**src/rtl/hdub_core_logic_gate_pkg.sv**
```systemverilog
// Shared gate definitions for the logic unit and its clients.
// Holds the gate encoding, output-stage states and bitwise gate semantics.
package hdub_core_logic_gate;

   typedef enum logic [1:0] {
      GATE_AND = 2'd0,
      GATE_OR  = 2'd1,
      GATE_XOR = 2'd2,
      GATE_NOT = 2'd3
   } gate_type_e;

   typedef enum logic {
      ST_EMPTY = 1'b0,
      ST_FULL  = 1'b1
   } stage_e;

   // One bit of a gate; callers apply it per bit so any width shares it.
   function automatic logic gate_eval(
      input gate_type_e op,
      input logic       lhs,
      input logic       rhs
   );
      logic r;
      r = 1'b0;
      unique case (op)
         GATE_AND: r = lhs & rhs;
         GATE_OR:  r = lhs | rhs;
         GATE_XOR: r = lhs ^ rhs;
         GATE_NOT: r = ~lhs;
         default:  r = 1'b0;
      endcase
      return r;
   endfunction

endpackage

```
**src/rtl/hdub_core_logic_rr_arbiter.sv**
```systemverilog
// Round-robin arbiter with a registered priority pointer.
// The pointer moves past the winner only when the grant is taken.
module hdub_core_logic_rr_arbiter #(
   parameter int N = 4
) (
   input  logic         clk,
   input  logic         rst_n,
   input  logic [N-1:0] req,
   input  logic         advance,
   output logic [N-1:0] grant
);
   import hdub_core_logic_gate::*;

   localparam int PW = $clog2(N);

   logic [PW-1:0] ptr_q;
   logic [PW-1:0] ptr_d;
   logic          found;
   int            gnt_idx;
   int            idx;

   // Cyclic search from the pointer for the first active request.
   always_comb begin
      grant   = '0;
      found   = 1'b0;
      gnt_idx = 0;
      idx     = 0;
      for (int k = 0; k < N; k++) begin
         idx = int'(ptr_q) + k;
         if (idx >= N) idx = idx - N;
         if (!found && req[idx]) begin
            found        = 1'b1;
            gnt_idx      = idx;
            grant[idx]   = 1'b1;
         end
      end
   end

   // Pointer moves to the slot after the winner on a transfer.
   always_comb begin
      ptr_d = ptr_q;
      if (advance && found) begin
         if (gnt_idx == N - 1) ptr_d = '0;
         else                  ptr_d = PW'(gnt_idx + 1);
      end
   end

   // Pointer register.
   always_ff @(posedge clk or negedge rst_n) begin
      if (!rst_n) ptr_q <= '0;
      else        ptr_q <= ptr_d;
   end

endmodule

```
**src/rtl/hdub_core_logic_gate_arbiter.sv**
```systemverilog
// Time-multiplexed bitwise gate unit shared by several requesters.
// Round-robin pick, one-cycle evaluate, single-entry output register.
module hdub_core_logic_gate_arbiter #(
   parameter int NUM_REQ = 4,
   parameter int WIDTH   = 8,
   parameter int CNT_W   = 16
) (
   input  logic                              clk,
   input  logic                              rst_n,
   input  logic [NUM_REQ-1:0]                req_valid,
   output logic [NUM_REQ-1:0]                req_ready,
   input  logic [NUM_REQ-1:0][1:0]           req_op,
   input  logic [NUM_REQ-1:0][WIDTH-1:0]     req_lhs,
   input  logic [NUM_REQ-1:0][WIDTH-1:0]     req_rhs,
   output logic                              rsp_valid,
   input  logic                              rsp_ready,
   output logic [$clog2(NUM_REQ)-1:0]        rsp_id,
   output logic [WIDTH-1:0]                  rsp_result,
   output logic [CNT_W-1:0]                  ops_done
);
   import hdub_core_logic_gate::*;

   localparam int IDW = $clog2(NUM_REQ);

   stage_e             state_q, state_d;
   logic [WIDTH-1:0]   result_q, result_d;
   logic [IDW-1:0]     id_q, id_d;
   logic [CNT_W-1:0]   cnt_q, cnt_d;

   logic [NUM_REQ-1:0] grant;
   logic               can_accept;
   logic               xfer;
   logic               drain;
   logic [IDW-1:0]     win_idx;
   gate_type_e         win_op;
   logic [WIDTH-1:0]   win_lhs;
   logic [WIDTH-1:0]   win_rhs;
   logic [WIDTH-1:0]   win_res;

   hdub_core_logic_rr_arbiter #(
      .N (NUM_REQ)
   ) u_arb (
      .clk     (clk),
      .rst_n   (rst_n),
      .req     (req_valid),
      .advance (xfer),
      .grant   (grant)
   );

   assign rsp_valid  = (state_q == ST_FULL);
   assign rsp_id     = id_q;
   assign rsp_result = result_q;
   assign ops_done   = cnt_q;

   // Handshake qualification and winner operand select.
   always_comb begin
      can_accept = !rsp_valid || rsp_ready;
      req_ready  = grant & {NUM_REQ{can_accept}};
      xfer       = |(req_ready & req_valid);
      drain      = rsp_valid && rsp_ready;
      win_idx    = '0;
      for (int i = 0; i < NUM_REQ; i++) begin
         if (grant[i]) win_idx = IDW'(i);
      end
      win_op  = gate_type_e'(req_op[win_idx]);
      win_lhs = req_lhs[win_idx];
      win_rhs = req_rhs[win_idx];
      win_res = '0;
      for (int b = 0; b < WIDTH; b++) begin
         win_res[b] = gate_eval(win_op, win_lhs[b], win_rhs[b]);
      end
   end

   // Output stage next state, result load and saturating counter.
   always_comb begin
      state_d  = state_q;
      result_d = result_q;
      id_d     = id_q;
      cnt_d    = cnt_q;
      unique case (state_q)
         ST_EMPTY: if (xfer)                state_d = ST_FULL;
         ST_FULL:  if (rsp_ready && !xfer)  state_d = ST_EMPTY;
         default:                           state_d = ST_EMPTY;
      endcase
      if (xfer) begin
         result_d = win_res;
         id_d     = win_idx;
      end
      if (drain && (cnt_q != {CNT_W{1'b1}})) cnt_d = cnt_q + 1'b1;
   end

   // Output stage registers.
   always_ff @(posedge clk or negedge rst_n) begin
      if (!rst_n) begin
         state_q  <= ST_EMPTY;
         result_q <= '0;
         id_q     <= '0;
         cnt_q    <= '0;
      end else begin
         state_q  <= state_d;
         result_q <= result_d;
         id_q     <= id_d;
         cnt_q    <= cnt_d;
      end
   end

endmodule

```
**config.mk**
```make
export PLATFORM = sky130hd
export DESIGN_NAME = hdub_core_logic_gate_arbiter
export DESIGN_NICKNAME = d
export VERILOG_FILES = /design/src/rtl/hdub_core_logic_gate_pkg.sv /design/src/rtl/hdub_core_logic_rr_arbiter.sv /design/src/rtl/hdub_core_logic_gate_arbiter.sv
export SDC_FILE = /design/constraint.sdc
export NUM_CORES = 1
export LEC_CHECK = 0
export ABC_CLOCK_PERIOD_IN_PS = 4160
export CAP_MARGIN = 20
export CORE_MARGIN = 2
export CORE_UTILIZATION = 40
export DETAILED_ROUTE_END_ITERATION = 7
export PLACE_DENSITY = 0.72
export SYNTH_ARGS = -nofsm -noshare
export SYNTH_HDL_FRONTEND = slang
export SYNTH_SLANG_ARGS = --single-unit
```
**constraint.sdc**
```tcl
create_clock -name clk -period 4.16 [get_ports clk]
set_input_delay 0.832 -clock clk [delete_from_list [all_inputs] [get_ports clk]]
set_output_delay 0.832 -clock clk [all_outputs]
set_load 0.1 [all_outputs]
```
==> out/metrics.yaml <==
outcome:
  outcome: "finished clean"
job:
  maxCapViolCount: 0
critical_path:
  endpoint_kind: "primary output"
  cp.required_ns: 3.33
  worst_ep_arrival_time_ns: 3.10
  cpPeakStageDelay_ns: 0.60
  crit_type: "primary input to primary output"
  slowest_stage: "mux4_2"
  crit_top_cell: "buf_4"
  critical-path-top-delay-family: "buffers and inverters"
  worstReg2RegStart: "u_arb.ptr_q[0]"
  critPathLaunch: "req_valid[0]"
  startpoint_type: "primary input"
  crit_chain: "clkdlybuf4s50_1, mux4_2, a2111oi_4, buf_4, o21a_1, buf_4, nor2_2, buf_12"
  worst-path-buf-inv: 4
  cp_max_fo: 7
clocking:
  numCtsBuffers: 5
  cts_buffer_depth: 2
  cts-root-buf: "clkbuf_8"
  cts_resized: 0
  htreeDepth: 2
  clk_latency_ns: 0.28
  clkSinkCount: 29
  cts_tree: "yes"
  holdBufCountCts: 0
  clk_pin_slew_ns: 0.05
  post_cts_buffers: 0
global_route:
  grt_pass1_wl_um: 15600
  overflow: 0
  grt_max_degree: 30
  grt_usage_pct: 22.6
  antenna_found_initial: 0
  grt_pass1_vias: 3209
logic_synthesis:
  synth_warnings: 0
  synth_nets: 473
  syn_area_um2: 3140
  ys_types: 62
  syn_inst: 369
  synth_edf_count: 0
  avgSynthCellArea_um2: 8.51
  synth_top_flop_cell: "dfrtp_1"
  ys_ff_latch: 29
  async_flop_share_pct: 100
  yosysSeqAreaShare_pct: 23.1
routing:
  drtPass1Iterations: 4
  wl_per_cell_um: 16.3
  wl_um: 9770
  drc_errors: 0
  vias: 3290
  via_per_inst: 5.50
  ant_nets: 0
  drtIter0Drc: 171
cells_and_area:
  fillerInstances: 682
  drive_above_1_share_pct: 14.7
  final_util_pct: 60.8
  nets: 600
  area_growth_pct: 48.1
  antenna-diode-count: 0
  ff_latch_area_um2: 726
  multiInputGateArea_um2: 2210
placed_design:
  gp_congestion: 0.942
  hpwl_um: 7890
  portBuffers: 109
timing:
  drv_slew: 0
  tns_ns: 0
  final.min_clock_period_ns: 3.93
  setup_viol: 0
  tightest_slew_ns: 1.01
  period_share_pct: 94.5
  slew_headroom_pct: 32.7
  hold_viol_final: 0
  clock_skew_ns: 0.00643
  fmax_mhz: 254
  worst_hold_slack_ns: 0.487
  rsz0062_at_grt: "no"
die:
  design.die.area_um2: 8580
  die_h_um: 92.6
  io_pins: 110
  die-width_um: 92.6
  start_util_pct: 41.1
  row_count: 32
  core-area_um2: 7650
worst_hold_path:
  hp-class: "flip-flop to flip-flop"
  worstHoldStart: "rsp_result[1]"
## routing by layer
| metal | up-vias | track usage (%) | wire length (µm) |
|---|---|---|---|
| li1 | 1610 | - | - |
| met1 | 1551 | 31.3 | 4440 |
| met4 | 0 | 8.33 | 239 |
| met2 | 112 | 35.5 | 4450 |
| met3 | 17 | 3.82 | 645 |
| met5 | - | 0 | 0 |
## layout by cell type, fill, tap and decap left out, types with 2 or more instances in the layout
cell type	n
a21o_1	3
a21oi_1	27
a221oi_1	5
a22oi_1	3
a2bb2oi_1	2
and3_1	3
buf_12	6
buf_4	33
clkbuf_8	6
clkdlybuf4s50_1	105
dfrtp_1	29
ha_1	25
inv_1	21
mux2_2	11
mux2i_1	13
mux4_2	3
nand2_1	47
nand2b_1	14
nand3_1	8
nand4_1	2
nor2_1	13
nor2_2	3
nor2b_1	2
nor3_1	6
nor3b_1	3
nor4b_1	2
o211ai_1	2
o21a_1	10
o21ai_0	14
o21ai_1	2
o221ai_1	8
o22ai_1	5
o2bb2ai_1	2
o32ai_1	16
xnor2_1	8
xor2_1	7
## synthesized netlist by cell type, types with 2 or more instances
| master | number | share of area (%) |
|---|---|---|
| a221oi_1 | 5 | 1.4 |
| o21ai_0 | 14 | 2.2 |
| o21a_1 | 10 | 2.4 |
| o21ai_1 | 2 | 0.32 |
| dfrtp_1 | 29 | 23 |
| mux2_2 | 11 | 3.9 |
| nand2_1 | 47 | 5.6 |
| a2bb2oi_1 | 2 | 0.56 |
| a21oi_1 | 28 | 4.5 |
| nor2b_1 | 2 | 0.40 |
| nand4_1 | 2 | 0.40 |
| xor2_1 | 7 | 2.0 |
| nor3b_1 | 3 | 0.72 |
| nor4b_1 | 2 | 0.56 |
| o221ai_1 | 8 | 2.2 |
| ha_1 | 25 | 10 |
| nor3_1 | 6 | 0.96 |
| xnor2_1 | 8 | 2.2 |
| mux2i_1 | 13 | 4.1 |
| inv_1 | 21 | 2.5 |
| nand3_1 | 8 | 1.3 |
| buf_2 | 8 | 1.3 |
| o2bb2ai_1 | 2 | 0.56 |
| o211ai_1 | 2 | 0.48 |
| nor2_1 | 16 | 1.9 |
| and3_1 | 3 | 0.60 |
| o32ai_1 | 16 | 4.5 |
| a22oi_1 | 3 | 0.72 |
| a21o_1 | 3 | 0.72 |
| o22ai_1 | 5 | 1.0 |
| buf_6 | 3 | 1.1 |
| mux4_2 | 3 | 2.2 |
| clkbuf_1 | 10 | 1.2 |
| nand2b_1 | 14 | 2.8 |
## state kept, by name, summed over array words and instances (netlist names)
signal       cells
u_arb.ptr_q      2
rsp_valid        1
ops_done        16
rsp_result       8
rsp_id           2
## per-stage QoR
step / area (µm²) / setup WS (ns) / cells
finish: 4650 / 0.229 / 598
global route: 4650 / 0.0529 / 598
CTS: 4650 / 0.236 / 598
detailed placement: 4570 / 0.0920 / 591
global placement: 4570 / 0.114 / 591
floorplan: 3160 / 0.0238 / 369
## cells by family after synthesis
group | synth area share, %
compound gates | 26.9
xor+xnor | 4.18
fa+ha+maj | 9.96
buf+inv | 6.89
flops | 23.1
mux | 11.3
simple gates | 17.7
## area by class of cell
cell class	count	share of cell area, %
clock buffers	7	1.86
flip-flops and latches	29	15.6
inverters	21	1.69
repair buffers	144	30.5
multi-input cells	295	47.6
well taps	102	2.74
## worst register-to-register path, cell delays in order (launching register included)
cell,delay [ns]
dfrtp_1,0.37
inv_1,0.15
ha_1,0.30
buf_4,0.20
nor4b_1,0.40
a22oi_1,0.18
a21oi_1,0.27
or2_2,0.36
nand2_1,0.09
a21oi_1,0.20
a21oi_1,0.09
o21a_1,0.19
ha_1,0.17
mux2_2,0.26
o221ai_1,0.18
## path summary, 6_finish.rpt
kind,to,slack (ns),cells after the start
hold reg to reg,rsp_result[1],0.49,2
hold / removal,rsp_result[1],0.49,2
max in group asynchronous,ops_done[14],2.96,2
setup reg to reg,rsp_result[4],0.66,14
min in group asynchronous,ops_done[4],0.93,2
setup / recovery,req_ready[2],0.23,8
Power is left out: the tool's default activity adds up to more than one toggle a clock period on the data nets, which glitch-free logic cannot reach.
